$ cat config.mk
export PLATFORM = sky130hd
export DESIGN_NAME = lbc_serial_encoder
export DESIGN_NICKNAME = d
export VERILOG_FILES = /design/src/rtl/lbc_serial_encoder.sv
export SDC_FILE = /design/constraint.sdc
export NUM_CORES = 1
export LEC_CHECK = 0
export ABC_AREA = 1
export BUFFER_PORTS_ARGS = -buffer_cell sky130_fd_sc_hd__buf_2
export CAP_MARGIN = 5
export CORE_ASPECT_RATIO = 1.5
export CORE_MARGIN = 4
export CORE_UTILIZATION = 60
export DETAILED_ROUTE_END_ITERATION = 12
export PLACE_DENSITY = 0.85
export SYNTH_ARGS = -nofsm -noshare
export SYNTH_HDL_FRONTEND = slang
export SYNTH_SLANG_ARGS = --single-unit
$ cat constraint.sdc
create_clock -name clk_i -period 2.7 [get_ports clk_i]
set_input_delay 0.135 -clock clk_i [delete_from_list [all_inputs] [get_ports clk_i]]
set_output_delay 0.135 -clock clk_i [all_outputs]
set_load 0.05 [all_outputs]
$ cat src/rtl/lbc_serial_encoder.sv
// Systematic (6,3) linear block encoder with a one-deep pending buffer and an
// MSB-first valid/ready bit-serial output.
module lbc_serial_encoder #(
  parameter int unsigned        CwW   = 6,
  parameter int unsigned        MsgW  = 3,
  parameter logic [CwW-1:0]     RstG1 = 6'b000001,
  parameter logic [CwW-1:0]     RstG2 = 6'b000010,
  parameter logic [CwW-1:0]     RstG3 = 6'b000100
) (
  input  logic            clk_i,
  input  logic            rst_i,
  input  logic            en_i,
  input  logic [CwW-1:0]  g1_i,
  input  logic [CwW-1:0]  g2_i,
  input  logic [CwW-1:0]  g3_i,
  input  logic            g_load_i,
  input  logic [MsgW-1:0] msg_i,
  input  logic            msg_valid_i,
  output logic            msg_ready_o,
  output logic            ser_out_o,
  output logic            ser_valid_o,
  input  logic            ser_ready_i,
  output logic            sof_o,
  output logic            eof_o,
  output logic [CwW-1:0]  cw_out_o
);

  localparam logic [2:0] LastIdx = 3'(CwW - 1);

  typedef enum logic {StIdle, StShift} state_e;

  state_e         state_q, state_d;
  logic [2:0]     cnt_q, cnt_d;
  logic [CwW-1:0] shift_q, shift_d;
  logic [CwW-1:0] cw_q, cw_d;
  logic [CwW-1:0] pend_cw_q, pend_cw_d;
  logic           pend_valid_q, pend_valid_d;
  logic [CwW-1:0] g1_q, g2_q, g3_q;
  logic           rst_q;

  logic [CwW-1:0] cw_enc;
  logic           accept, xfer, last_xfer;

  always_comb begin
    cw_enc = ({CwW{msg_i[0]}} & g1_q) ^ ({CwW{msg_i[1]}} & g2_q) ^ ({CwW{msg_i[2]}} & g3_q);

    // rst_q keeps the input closed for one cycle after reset releases
    msg_ready_o = en_i & ~rst_q & ~pend_valid_q;
    accept      = msg_valid_i & msg_ready_o;
    ser_valid_o = (state_q == StShift) & en_i;
    xfer        = ser_valid_o & ser_ready_i;
    last_xfer   = xfer & (cnt_q == LastIdx);
    ser_out_o   = shift_q[CwW-1];
    sof_o       = (state_q == StShift) & (cnt_q == 3'd0);
    eof_o       = (state_q == StShift) & (cnt_q == LastIdx);
    cw_out_o    = cw_q;

    state_d      = state_q;
    cnt_d        = cnt_q;
    shift_d      = shift_q;
    cw_d         = cw_q;
    pend_cw_d    = pend_cw_q;
    pend_valid_d = pend_valid_q;

    unique case (state_q)
      StIdle: begin
        if (accept) begin
          shift_d = cw_enc;
          cw_d    = cw_enc;
          cnt_d   = 3'd0;
          state_d = StShift;
        end
      end
      StShift: begin
        if (xfer && !last_xfer) begin
          shift_d = {shift_q[CwW-2:0], 1'b0};
          cnt_d   = cnt_q + 3'd1;
        end else if (last_xfer) begin
          cnt_d = 3'd0;
          if (pend_valid_q) begin
            shift_d      = pend_cw_q;
            cw_d         = pend_cw_q;
            pend_valid_d = 1'b0;
          end else if (accept) begin
            shift_d = cw_enc;
            cw_d    = cw_enc;
          end else begin
            state_d = StIdle;
          end
        end
        // An accept at the last transfer goes straight to the shifter instead
        if (accept && !last_xfer) begin
          pend_cw_d    = cw_enc;
          pend_valid_d = 1'b1;
        end
      end
      default: state_d = StIdle;
    endcase
  end

  always_ff @(posedge clk_i) begin
    if (rst_i) begin
      state_q      <= StIdle;
      cnt_q        <= 3'd0;
      shift_q      <= '0;
      cw_q         <= '0;
      pend_cw_q    <= '0;
      pend_valid_q <= 1'b0;
      g1_q         <= RstG1;
      g2_q         <= RstG2;
      g3_q         <= RstG3;
      rst_q        <= 1'b1;
    end else begin
      state_q      <= state_d;
      cnt_q        <= cnt_d;
      shift_q      <= shift_d;
      cw_q         <= cw_d;
      pend_cw_q    <= pend_cw_d;
      pend_valid_q <= pend_valid_d;
      rst_q        <= 1'b0;
      if (g_load_i) begin
        g1_q <= g1_i;
        g2_q <= g2_i;
        g3_q <= g3_i;
      end
    end
  end

endmodule

* Word-level counts from Yosys, hierarchy flattened *
Cells that the tools add are included.

storage, ports and cells
  bits in registers = 42
  output and inout bits = 11

cells by class
  mux-type cells = 23
  reductions and logical operators = 9
  $add $sub $neg = 1
  bitwise logic cells = 16
  equality and inequality tests = 6

operators with widths
  operator             number
  $mux 6               8
  $pmux 6 s2           2
  $and 6x6->6          3
  $xor 6x6->6          2
  $mux 3               3
  $and 1x1->1          8
  $mux 1               8
  $pmux 3 s2           1
  $reduce_and 2->1     3
  $ne 2x1->1 const B   2
  $ne 2x2->1 const B   2
  $add 3x1->3 const B  1
  $eq 3x3->1 const B   1
  $logic_not 3->1      1
  $ne 3x1->1 const B   1
  $not 1->1            3
  $reduce_and 3->1     1
  $logic_and 1x1->1    2
  $pmux 1 s2           1
  $reduce_bool 2->1    1
  $logic_not 1->1      1

* Logic depth before layout (Yosys ltp) *
Gate-level depths: netlist of the first run.

  depth in word-level cells = 9
  depth in mapped cells = 12

* Worst setup path after synthesis of the first run *
Ideal clock, no wire load.

  path type = reg-to-reg
  start = reg cnt_q[0]
  end = reg shift_q[1]
  slack = 926 ps
  stages on the path, launching flop included = 7
  clock period less this slack = 1774 ps
  path buffers = 0
  required time = 2630 ps
  data arrival time = 1705 ps
  path through = dfxtp_1 -> ha_1 -> nand2_1 -> nor2_1 -> and3_1 -> a211oi_1 -> a21oi_1

on the way
  cells in the longest elaborated chain, start to end = 6
  elaborated cells on any way between the ends = 7
  those cells by class = eq/ne: 2; mux: 2; bitwise: 1; reduce/logical: 2

ends and longest elaborated chain
  item                    line  text
  from (decl)             33    logic [2:0] cnt_q, cnt_d;
  from (signal assigned)  115   cnt_q <= cnt_d;
  $eq 3x3->1 *            52    last_xfer = xfer & (cnt_q == LastIdx);
  $and 1x1->1 *           52
  $logic_not 1->1         75    if (xfer && !last_xfer) begin
  $logic_and 1x1->1       75
  $mux 6                  75
  $pmux 6 s2              65    unique case (state_q)
  to (signal assigned)    116   shift_q <= shift_d;
  to (decl)               34    logic [CwW-1:0] shift_q, shift_d;

Mark *: on every way between the ends. The rest lies on a longest branch, timed or not.
A chain may end at the register's enable or synchronous reset.

* Worst setup path in the final report of the first run *
  start = reg state_q
  end = out eof_o

on the way
  cells in the longest elaborated chain, start to end = 1

ends and longest elaborated chain
  item                    line  text
  from (decl)             32    state_e state_q, state_d;
  from (signal assigned)  103   state_q <= StIdle;
  from (signal assigned)  114   state_q <= state_d;
  $and 1x1->1             55    eof_o = (state_q == StShift) & (cnt_q == LastIdx);
  to (decl)               24    output logic eof_o,

Every way passes these cells.

==> flow_summary.json, run 1 <==
{
  "wirelength_mm": 4.951,
  "hold_end": "g2_q[1]$_SDFFE_PP1P_",
  "coreArea_um2": 3481,
  "hold_viol_final": 0,
  "r2r-end": "shift_q[3]$_SDFFE_PP0P_",
  "startpoint_type": "flip-flop",
  "p_seq_frac": 0.541,
  "p_sw_frac": 0.2803,
  "ir_drop_mv": 0.5579,
  "area_growth_pct": 12.17,
  "die_w_um": 57.57,
  "synthTopCellsByArea": "dfxtp_1, nand2_1, nor2_1",
  "die-area_um2": 4740,
  "tns_ns": 0,
  "layout_commonest_cell": "nand2_1",
  "yosysTopAreaCell": "dfxtp_1",
  "vias_per_cell": 5.351,
  "grt_pass1_wl_mm": 8.652,
  "dp_hpwl_mm": 3.703,
  "power.net_switching_mw": 0.3476,
  "yosys_warnings": 0,
  "worstPathCellList": "inv_1 -> nor2_1 -> buf_2",
  "path_buf_inv": 2,
  "grt_max_degree": 23,
  "combPwrFrac": 0.153,
  "cp_data_required_time_ns": 2.57,
  "worst_hold_startpoint": "g2_i[1]",
  "worstSetupPathType": "reg2out",
  "gr-usage-all-layers": 0.2317,
  "status": "complete, no violations",
  "cp_max_fo": 12,
  "cts_tree": "built",
  "arrival_ns": 1.68,
  "p_per_area_nw_per_um2": 500.1,
  "synth_cell_types": 38,
  "synth_ff_type": "dfxtp_1",
  "firstDrtPassIters": 4,
  "final_nets": 381,
  "worstSetupEndpointType": "output port",
  "syn-cell-area_um2": 2211,
  "grt_pass1_vias": 1978,
  "drv_slew": 0,
  "place_ws_ns": 1.012,
  "cts_resized": 0,
  "hp-class": "in2reg",
  "finalSetupViolCount": 0,
  "rrSetupSlack_ns": 0.99,
  "synth_top_area_frac": 0.3803,
  "antenna_found_initial": 0,
  "clockPowerShare": 0.306,
  "synthCells": 317,
  "maxCapViolations": 0,
  "overflow": 0,
  "initial_core_util": 0.6352,
  "cellLeakagePower_nw": 1.198,
  "clk-insertion-delay-late_ns": 0.29,
  "gp_congestion": 0.9257,
  "hold_buffers": 0,
  "critPathTopFamily": "flip-flops",
  "rr_startpoint": "state_q$_SDFF_PP0_",
  "whs_path_depth": 3,
  "io_buffers": 37,
  "clock_skew_ns": 0.003272,
  "detail_route.wl_per_cell_um": 12.60,
  "root_buffer": "clkbuf_8",
  "clk_path_buf_depth": 2,
  "worstMarginPinSlew_ns": 0.5573,
  "critPathMaxStageDelay_ns": 0.68,
  "ys_ff_latch": 42,
  "cts_post_setup_buffers_inserted": 0,
  "max_slew_margin": 0.6279,
  "timing.final.ws_setup_ns": 0.8830,
  "ios": 38,
  "layout_common_cells": "nand2_1, dfxtp_1, nor2_1",
  "antenna_cells": 0,
  "drive_gt1_frac": 0.1966,
  "clkSinkCount": 42,
  "drc": 0,
  "htreeDepth": 2,
  "async_flop_share": 0,
  "clkSlewWorstSetupHoldPaths_ns": 0.08,
  "min_period_ns": 1.817,
  "fin_crit_sh": 0.6730,
  "fmax_mhz": 550.4,
  "die_y_um": 82.35,
  "num_vias": 2103,
  "p_int_mw": 0.8926,
  "r2r_cells": 7,
  "rows": 26,
  "postRouteAntennaNets": 0,
  "seq_area_frac_synth": 0.3803,
  "synth_nets": 347,
  "drt_iter0_markers": 95,
  "numCtsBuffers": 5,
  "syn_avg_cell_area_um2": 6.974,
  "cp_slowest_cell": "dfxtp_1",
  "rsz0062_at_grt": "false",
  "synth_edf_count": 0
}
==> cell usage after synthesis, types with 3 or more instances <==
master    count
inv_1        18
nand2_4       3
o21ai_0      22
o211ai_1      4
ha_1          3
a21oi_1      21
clkbuf_1      6
nand2_2       7
nand3_1      16
nand2_1     100
buf_2         3
nor2_1       38
a21oi_2       3
dfxtp_1      42
==> area by class of cell <==
cell class              count  area, µm²
well taps                  42      52.55
repair buffers             37      185.2
clock buffers               7      76.32
multi-input cells         242       1226
inverters                  23      98.84
flip-flops and latches     42      840.8
fillers                   291       1001
==> worst max-delay path by stage <==
stage,startpoint,to,cells past startpoint
after global routing,state_q$_SDFF_PP0_,eof_o,3
after CTS,state_q$_SDFF_PP0_,eof_o,3
final,state_q$_SDFF_PP0_,eof_o,3
after global placement,state_q$_SDFF_PP0_,shift_q[2]$_SDFFE_PP0P_,9
after floorplan,cnt_q[0]$_SDFFE_PP0P_,shift_q[1]$_SDFFE_PP0P_,6
after detailed placement,state_q$_SDFF_PP0_,shift_q[3]$_SDFFE_PP0P_,7
==> per-layer routing <==
layer / vias to the layer above / global-route usage / wire length [µm] / part of all wire
li1: 1084 / - / - / -
met1: 937 / 0.2615 / 2012 / 0.41
met2: 65 / 0.4186 / 2532 / 0.51
met3: 17 / 0.04044 / 240 / 0.048
met4: 0 / 0.1067 / 166 / 0.034
met5: - / 0 / 0 / 0
==> power by group through the flow <==
stage	logic (mW)	clock network, mW	registers [mW]
finish	0.189	0.380	0.671
detailed placement	0.190	0	0.685
global route	0.215	0.408	0.676
global placement	0.185	0	0.684
floorplan	0.131	0	0.690
CTS	0.191	0.384	0.671
==> cells by family (layout without fill, tap and decap cells) <==
group	Yosys count	in the layout	synth area share
simple gates	175	175	0.3599
compound gates	60	60	0.1619
flops	42	42	0.3803
buf+inv	33	67	0.06507
xor+xnor	4	4	0.01585
fa+ha+maj	3	3	0.01698
==> flip-flops by register name, indices dropped and copies added (netlist names) <==
name	flops
cnt_q	3
cw_out_o	6
g1_q	6
g2_q	6
g3_q	6
pend_cw_q	6
pend_valid_q	1
rst_q	1
shift_q	6
state_q	1
==> worst reg2reg max path, delay by kind of cell (launching register included) <==
kind	cells	cell delay, ns
AO/OA/AOI/OAI	2	0.13
buffers and inverters	1	0.11
flip-flops	1	0.68
AND/OR/NAND/NOR	4	0.67
==> stage by stage <==
stage | hold slack (ns) | instance area (µm²) | total power, mW | cells | utilization
2_1_floorplan | 0.1627 | 2211 | 0.8212 | 317 | -
3_3_place_gp | 0.3472 | 2404 | 0.8693 | 386 | 0.6905
3_5_place_dp | 0.3528 | 2404 | 0.8742 | 386 | 0.6905
4_1_cts | 0.05310 | 2480 | 1.246 | 393 | 0.7124
5_1_grt | 0.05625 | 2480 | 1.299 | 393 | 0.7124
6_report | 0.05477 | 2480 | 1.240 | 393 | 0.7124
Note: power is estimated with default switching activity, not from simulation.
==> run 2, diff against run 1 <==
Settings changed: CORE_UTILIZATION 60 to 50, PLACE_DENSITY 0.85 to 0.75.
Clock period 2.7 ns to 1.65 ns, I/O delays scaled along.
==> run 2 against run 1 <==
  * Via count up 0.95%
  * Global-route usage down 4.1 points
  * Largest power group unchanged
  * Wire length up 2.7%
  * The run now ends with hold timing left
==> flow_summary.json, run 2 (synthesis results as in run 1) <==
{
  "status": "complete, but fails checks",
  "violations": "hold timing",
  "critPathTopFamily": "simple AND/OR/NAND/NOR gates",
  "clkSinkCount": 42,
  "drc": 0,
  "layout_common_cells": "nand2_1, dfxtp_1, nor2_1, buf_2, o21ai_0",
  "power.net_switching_mw": 0.6074,
  "path_buf_inv": 3,
  "postRouteAntennaNets": 0,
  "finalSetupViolCount": 0,
  "clk-insertion-delay-late_ns": 0.30,
  "gr-usage-all-layers": 0.1907,
  "num_vias": 2123,
  "maxCapViolations": 0,
  "numCtsBuffers": 5,
  "die-area_um2": 5572,
  "utilization": 0.6169,
  "max_slew_margin": 0.6131,
  "clock_skew_ns": 0.009148,
  "worstMarginPinSlew_ns": 0.5797,
  "fmax_mhz": 660.2,
  "min_period_ns": 1.515,
  "fin_crit_sh": 0.9180,
  "antenna_found_initial": 0,
  "drv_slew": 0,
  "ios": 38,
  "layout_commonest_cell": "nand2_1",
  "startpoint_type": "flip-flop",
  "drive_gt1_frac": 0.2210,
  "grt_pass1_vias": 1980,
  "clk_path_buf_depth": 2,
  "root_buffer": "clkbuf_8",
  "startpoint": "cnt_q[1]$_SDFFE_PP0P_",
  "rr_startpoint": "cnt_q[1]$_SDFFE_PP0P_",
  "cp_num_cells": 10,
  "drt_iter0_markers": 127,
  "cellLeakagePower_nw": 1.263,
  "area_growth_pct": 18.45,
  "rows": 29,
  "cp_data_required_time_ns": 1.85,
  "worstSetupEndpointType": "flip-flop",
  "hold_viol_final": 3,
  "p_seq_frac": 0.487,
  "coreArea_um2": 4245,
  "firstDrtPassIters": 4,
  "vias_per_cell": 5.203,
  "cp_max_fo": 8,
  "final_nets": 391,
  "die_w_um": 62.30,
  "critPathMaxStageDelay_ns": 0.34,
  "initial_core_util": 0.5208,
  "hold-worst-slack_ns": -0.0009726,
  "gp_congestion": 0.8817,
  "overflow": 0,
  "detail_route.wl_per_cell_um": 12.47,
  "cp_slowest_cell": "dfxtp_1",
  "ir_drop_mv": 0.6475,
  "n_fill_cell": 406,
  "worstPathCellList": "inv_1 -> ha_1 -> nand2_2 -> inv_1 -> nand2_2 -> nand2_4 -> nor2_4 -> inv_4 -> o21ai_1 -> a21oi_1",
  "r2r_cells": 10,
  "hp-class": "in2reg",
  "rrSetupSlack_ns": 0.14,
  "cp-endpoint": "pend_cw_q[5]$_SDFFE_PP0P_",
  "p_per_area_nw_per_um2": 857.9,
  "grt_max_degree": 23,
  "clockPowerShare": 0.362,
  "io_buffers": 37,
  "clkSlewWorstSetupHoldPaths_ns": 0.08,
  "p_int_mw": 1.639,
  "arrival_ns": 1.72,
  "grt_pass1_wl_mm": 8.652,
  "worstSetupPathType": "reg2reg",
  "antenna_cells": 0,
  "dp_hpwl_mm": 3.687,
  "htreeDepth": 2,
  "worst_hold_startpoint": "g1_i[5]",
  "wirelength_mm": 5.086,
  "p_sw_frac": 0.2704,
  "die_y_um": 89.44,
  "finalPower_mw": 2.247,
  "r2r-end": "pend_cw_q[5]$_SDFFE_PP0P_",
  "cts_tree": "built",
  "combPwrFrac": 0.150
}
==> run 2: final cells by class <==
cell class / instances / area, µm² / area share
Sequential cell: 42 / 840.8 / 0.3211
Inverter: 23 / 98.84 / 0.03774
Multi-Input combinational cell: 242 / 1231 / 0.4701
Tap cell: 46 / 57.56 / 0.02198
Clock buffer: 6 / 72.57 / 0.02771
Timing Repair Buffer: 47 / 280.3 / 0.1070
Clock inverter: 2 / 37.54 / 0.01433
==> run 2: power groups by stage <==
stage | combinational (mW) | clock, mW | sequential (mW)
CTS | 0.329 | 0.823 | 1.09
detailed placement | 0.322 | 0 | 1.12
finish | 0.338 | 0.814 | 1.09
global route | 0.385 | 0.860 | 1.10
floorplan | 0.215 | 0 | 1.13
global placement | 0.318 | 0 | 1.12
==> run 2: worst min path at each step <==
stage	endpoint	cells past startpoint
CTS	g1_q[5]$_SDFFE_PP0P_	3
global placement	g2_q[1]$_SDFFE_PP1P_	3
finish	g1_q[5]$_SDFFE_PP0P_	3
floorplan	rst_q$_DFF_P_	0
detailed placement	g2_q[1]$_SDFFE_PP1P_	3
global route	g3_q[5]$_SDFFE_PP0P_	3
==> run 2: tightest hold or removal path: stages <==
cell and delay (ns):
buf_2 0.07, nor2_1 0.03, nor2_1 0.08
==> run 2: per-stage QoR <==
step	area, µm²	worst slack (ns)	instances	TNS (ns)
final	2619	0.1353	408	0
after global routing	2619	-0.0002757	408	-0.0002757
after CTS	2581	0.07767	405	0
after detailed placement	2441	0.07774	394	0
after global placement	2441	0.1601	394	0
after floorplan	2213	0.1325	317	0
==> run 2: layer usage <==
metal,up-vias,part of all wire,global-route usage
met5,-,0,0
met4,0,0.025,0.08880
met3,11,0.049,0.03396
met2,59,0.50,0.3547
met1,949,0.42,0.2100
li1,1104,-,-
==> run 2: what timing repair did <==
action	4_1_cts	5_1_grt
hold endpoints to repair	3	0
hold buffers	3	0
setup buffers	0	3
setup endpoints to repair	0	6
gates resized for setup	0	1
==> run 3, diff against run 2 <==
Settings changed: ABC_AREA 1 to not set.
Clock period 1.65 ns to 1.2 ns, I/O delays scaled along.
==> run 3 against run 2 <==
  * Global-route usage up 2.4 points
  * Critical path depth down 3
  * Design area up 19%
  * Register-to-register slack worse by 0.39 ns
  * First-iteration DRC count down 57%
  * The run ends with setup timing left
  * Die area down 2.4%
==> flow_summary.json, run 3 <==
{
  "layout_commonest_cell": "dfxtp_1",
  "violations": "setup timing",
  "worstMarginPinSlew_ns": 0.5237,
  "placed_area_um2": 2668,
  "rows": 29,
  "wl_met2_mm": 3.058,
  "synth_edf_count": 0,
  "arrival_ns": 1.66,
  "final_nets": 339,
  "n_fill_cell": 304,
  "antenna_cells": 0,
  "maxCapViolations": 0,
  "die_y_um": 88.35,
  "seq_area_frac_synth": 0.3907,
  "synth_ff_type": "dfxtp_1",
  "drive_gt1_frac": 0.4258,
  "multi_input_area_um2": 1371,
  "wl_met3_um": 241,
  "worstSetupPathType": "reg2reg",
  "hold-worst-slack_ns": 0.0002124,
  "drv_slew": 0,
  "wl_met1_mm": 2.064,
  "path_buf_inv": 2,
  "detail_route.wl_per_cell_um": 15.62,
  "ios": 38,
  "overflow": 0,
  "clock_skew_ns": 0.002406,
  "numCtsBuffers": 5,
  "ys_ff_latch": 42,
  "postRouteAntennaNets": 0,
  "utilization": 0.7396,
  "cp_data_required_time_ns": 1.41,
  "synthTopCellsByCount": "dfxtp_1, nand2_1, nor2_1",
  "synth_nets": 259,
  "die-area_um2": 5439,
  "critPathTopFamily": "compound AO/OA/AOI/OAI gates",
  "timing.final.ws_setup_ns": -0.2506,
  "root_buffer": "clkbuf_8",
  "synthTopCellsByArea": "dfxtp_1, mux2i_1, xnor3_1",
  "wirelength_mm": 5.562,
  "coreArea_um2": 4209,
  "initial_core_util": 0.5113,
  "synthMostInstantiatedCell": "dfxtp_1",
  "fmax_mhz": 689.4,
  "syn-cell-area_um2": 2152,
  "worstSetupEndpointType": "flip-flop",
  "cellLeakagePower_nw": 1.416,
  "power.net_switching_mw": 0.8448,
  "yosysTopAreaCell": "dfxtp_1",
  "async_flop_share": 0,
  "p_int_mw": 2.227,
  "clk-insertion-delay-late_ns": 0.30,
  "place_ws_ns": -0.2538,
  "firstDrtPassIters": 4,
  "fin_crit_sh": 1.209,
  "combPwrFrac": 0.203,
  "clkSlewWorstSetupHoldPaths_ns": 0.08,
  "cp_max_fo": 6,
  "clk_path_buf_depth": 2,
  "status": "complete, but fails checks",
  "rsz0062_at_grt": "true",
  "num_vias": 2006,
  "p_sw_frac": 0.2751,
  "synth_cell_types": 46,
  "hold_viol_final": 0,
  "cp_slowest_cell": "a22oi_4",
  "final_area_um2": 3113,
  "critPathMaxStageDelay_ns": 0.34,
  "p_per_area_nw_per_um2": 986.7,
  "area_growth_pct": 44.65,
  "finalSetupViolCount": 23,
  "max_slew_margin": 0.6508,
  "clkSinkCount": 42,
  "drt_iter0_markers": 54,
  "gr-usage-all-layers": 0.2146,
  "yosys_warnings": 0,
  "worstPathCellList": "inv_2 -> ha_4 -> nand4_4 -> a22oi_4 -> buf_6 -> nor2_2 -> nor4_2",
  "startpoint_type": "flip-flop",
  "syn_avg_cell_area_um2": 9.398,
  "layout_common_cells": "dfxtp_1, buf_2, buf_4",
  "grt_max_degree": 22,
  "drc": 0,
  "dp.cells": 333,
  "clockPowerShare": 0.311,
  "cts_tree": "built",
  "htreeDepth": 2,
  "instances_no_fill": 356,
  "synth_top_area_frac": 0.3907,
  "grt_pass1_wl_mm": 8.797,
  "io_buffers": 37,
  "vias_per_cell": 5.635,
  "gp_congestion": 0.8091,
  "ir_drop_mv": 1.133,
  "ff_latch_area_um2": 850.8,
  "synthCells": 229,
  "p_seq_frac": 0.486,
  "hp-class": "in2reg",
  "min_period_ns": 1.451,
  "dp_hpwl_mm": 3.917,
  "antenna_found_initial": 0,
  "routed.top_layer": "met4",
  "grt_pass1_vias": 1996,
  "die_w_um": 61.57
}
==> run 3: cell types whose count changed in the layout (fill, tap and decap cells not counted), moves of 6 or more <==
cell     before  now
buf_6         0   14
mux2i_1       0   21
nand3_1      16    2
o21ai_0      22    1
nor2_1       37   26
a21oi_1      21    8
inv_1        18    6
nand2_1      99   25
buf_4         6   30
nand2_2       8    2
dfxtp_1      42   36
==> run 3: final timing paths <==
check	from	slack, ns	cells past startpoint	to
setup reg to reg	cnt_q[1]$_SDFFE_PP0P_	-0.25	7	cw_out_o[5]$_SDFFE_PP0P_
hold / removal	g3_i[0]	0.0002	3	g3_q[0]$_SDFFE_PP0P_
setup / recovery	cnt_q[1]$_SDFFE_PP0P_	-0.25	7	cw_out_o[5]$_SDFFE_PP0P_
hold reg to reg	g2_q[0]$_SDFFE_PP0P_	0.50	2	g2_q[0]$_SDFFE_PP0P_
==> run 3: through the flow <==
step,total power [mW],setup TNS (ns)
2_1_floorplan,1.860,-1.123
3_3_place_gp,2.054,-2.245
3_5_place_dp,2.065,-3.106
4_1_cts,3.069,-3.035
5_1_grt,3.214,-5.584
6_report,3.072,-3.318
==> run 3: what timing repair did <==
item,4_1_cts,5_1_grt
pin swaps,19,14
buffers inserted,5,4
hold buffers,7,0
hold endpoints to repair,7,0
endpoints found under the setup margin,26,27
gates cloned,0,0
resized for setup,42,19
==> run 3: worst reg2reg max path, stage by stage, from the launching register on <==
cell and delay (ns):
dfxtp_2 0.33, inv_2 0.07, ha_4 0.19, nand4_4 0.14, a22oi_4 0.34, buf_6 0.14, nor2_2 0.03, nor4_2 0.13
==> run 3: cell families (layout without fill, tap and decap cells) <==
group | Yosys count | count (layout) | synth area share
and+or+nand+nor | 83 | 83 | 0.2000
AOI/OAI and AO/OA | 50 | 50 | 0.1803
DFF | 42 | 42 | 0.3907
buffers and inverters | 24 | 105 | 0.05116
muxes | 21 | 21 | 0.09767
xor gates and xnor gates | 6 | 6 | 0.06279
adders and majority gates | 3 | 3 | 0.01744
==> run 3: area by class of cell <==
type                       count  share of cell area
clock buffer                   6             0.02653
timing repair buffer          89              0.2275
tap                           46             0.01849
inverter                       8            0.009646
clock inverter                 2            0.004019
sequential                    42              0.2733
multi-input combinational    163              0.4405
==> run 3: power groups by stage <==
stage | sequential (mW) | clock [mW] | combinational (mW)
2_1_floorplan | 1.56 | 0 | 0.303
3_3_place_gp | 1.52 | 0 | 0.530
3_5_place_dp | 1.53 | 0 | 0.539
4_1_cts | 1.49 | 0.974 | 0.601
5_1_grt | 1.50 | 1.04 | 0.674
6_report | 1.49 | 0.954 | 0.624
==> run 3: layer usage <==
metal / vias up / track usage
li1: 982 / -
met3: 17 / 0.03212
met5: - / 0
met1: 954 / 0.2258
met4: 0 / 0.1100
met2: 53 / 0.3937
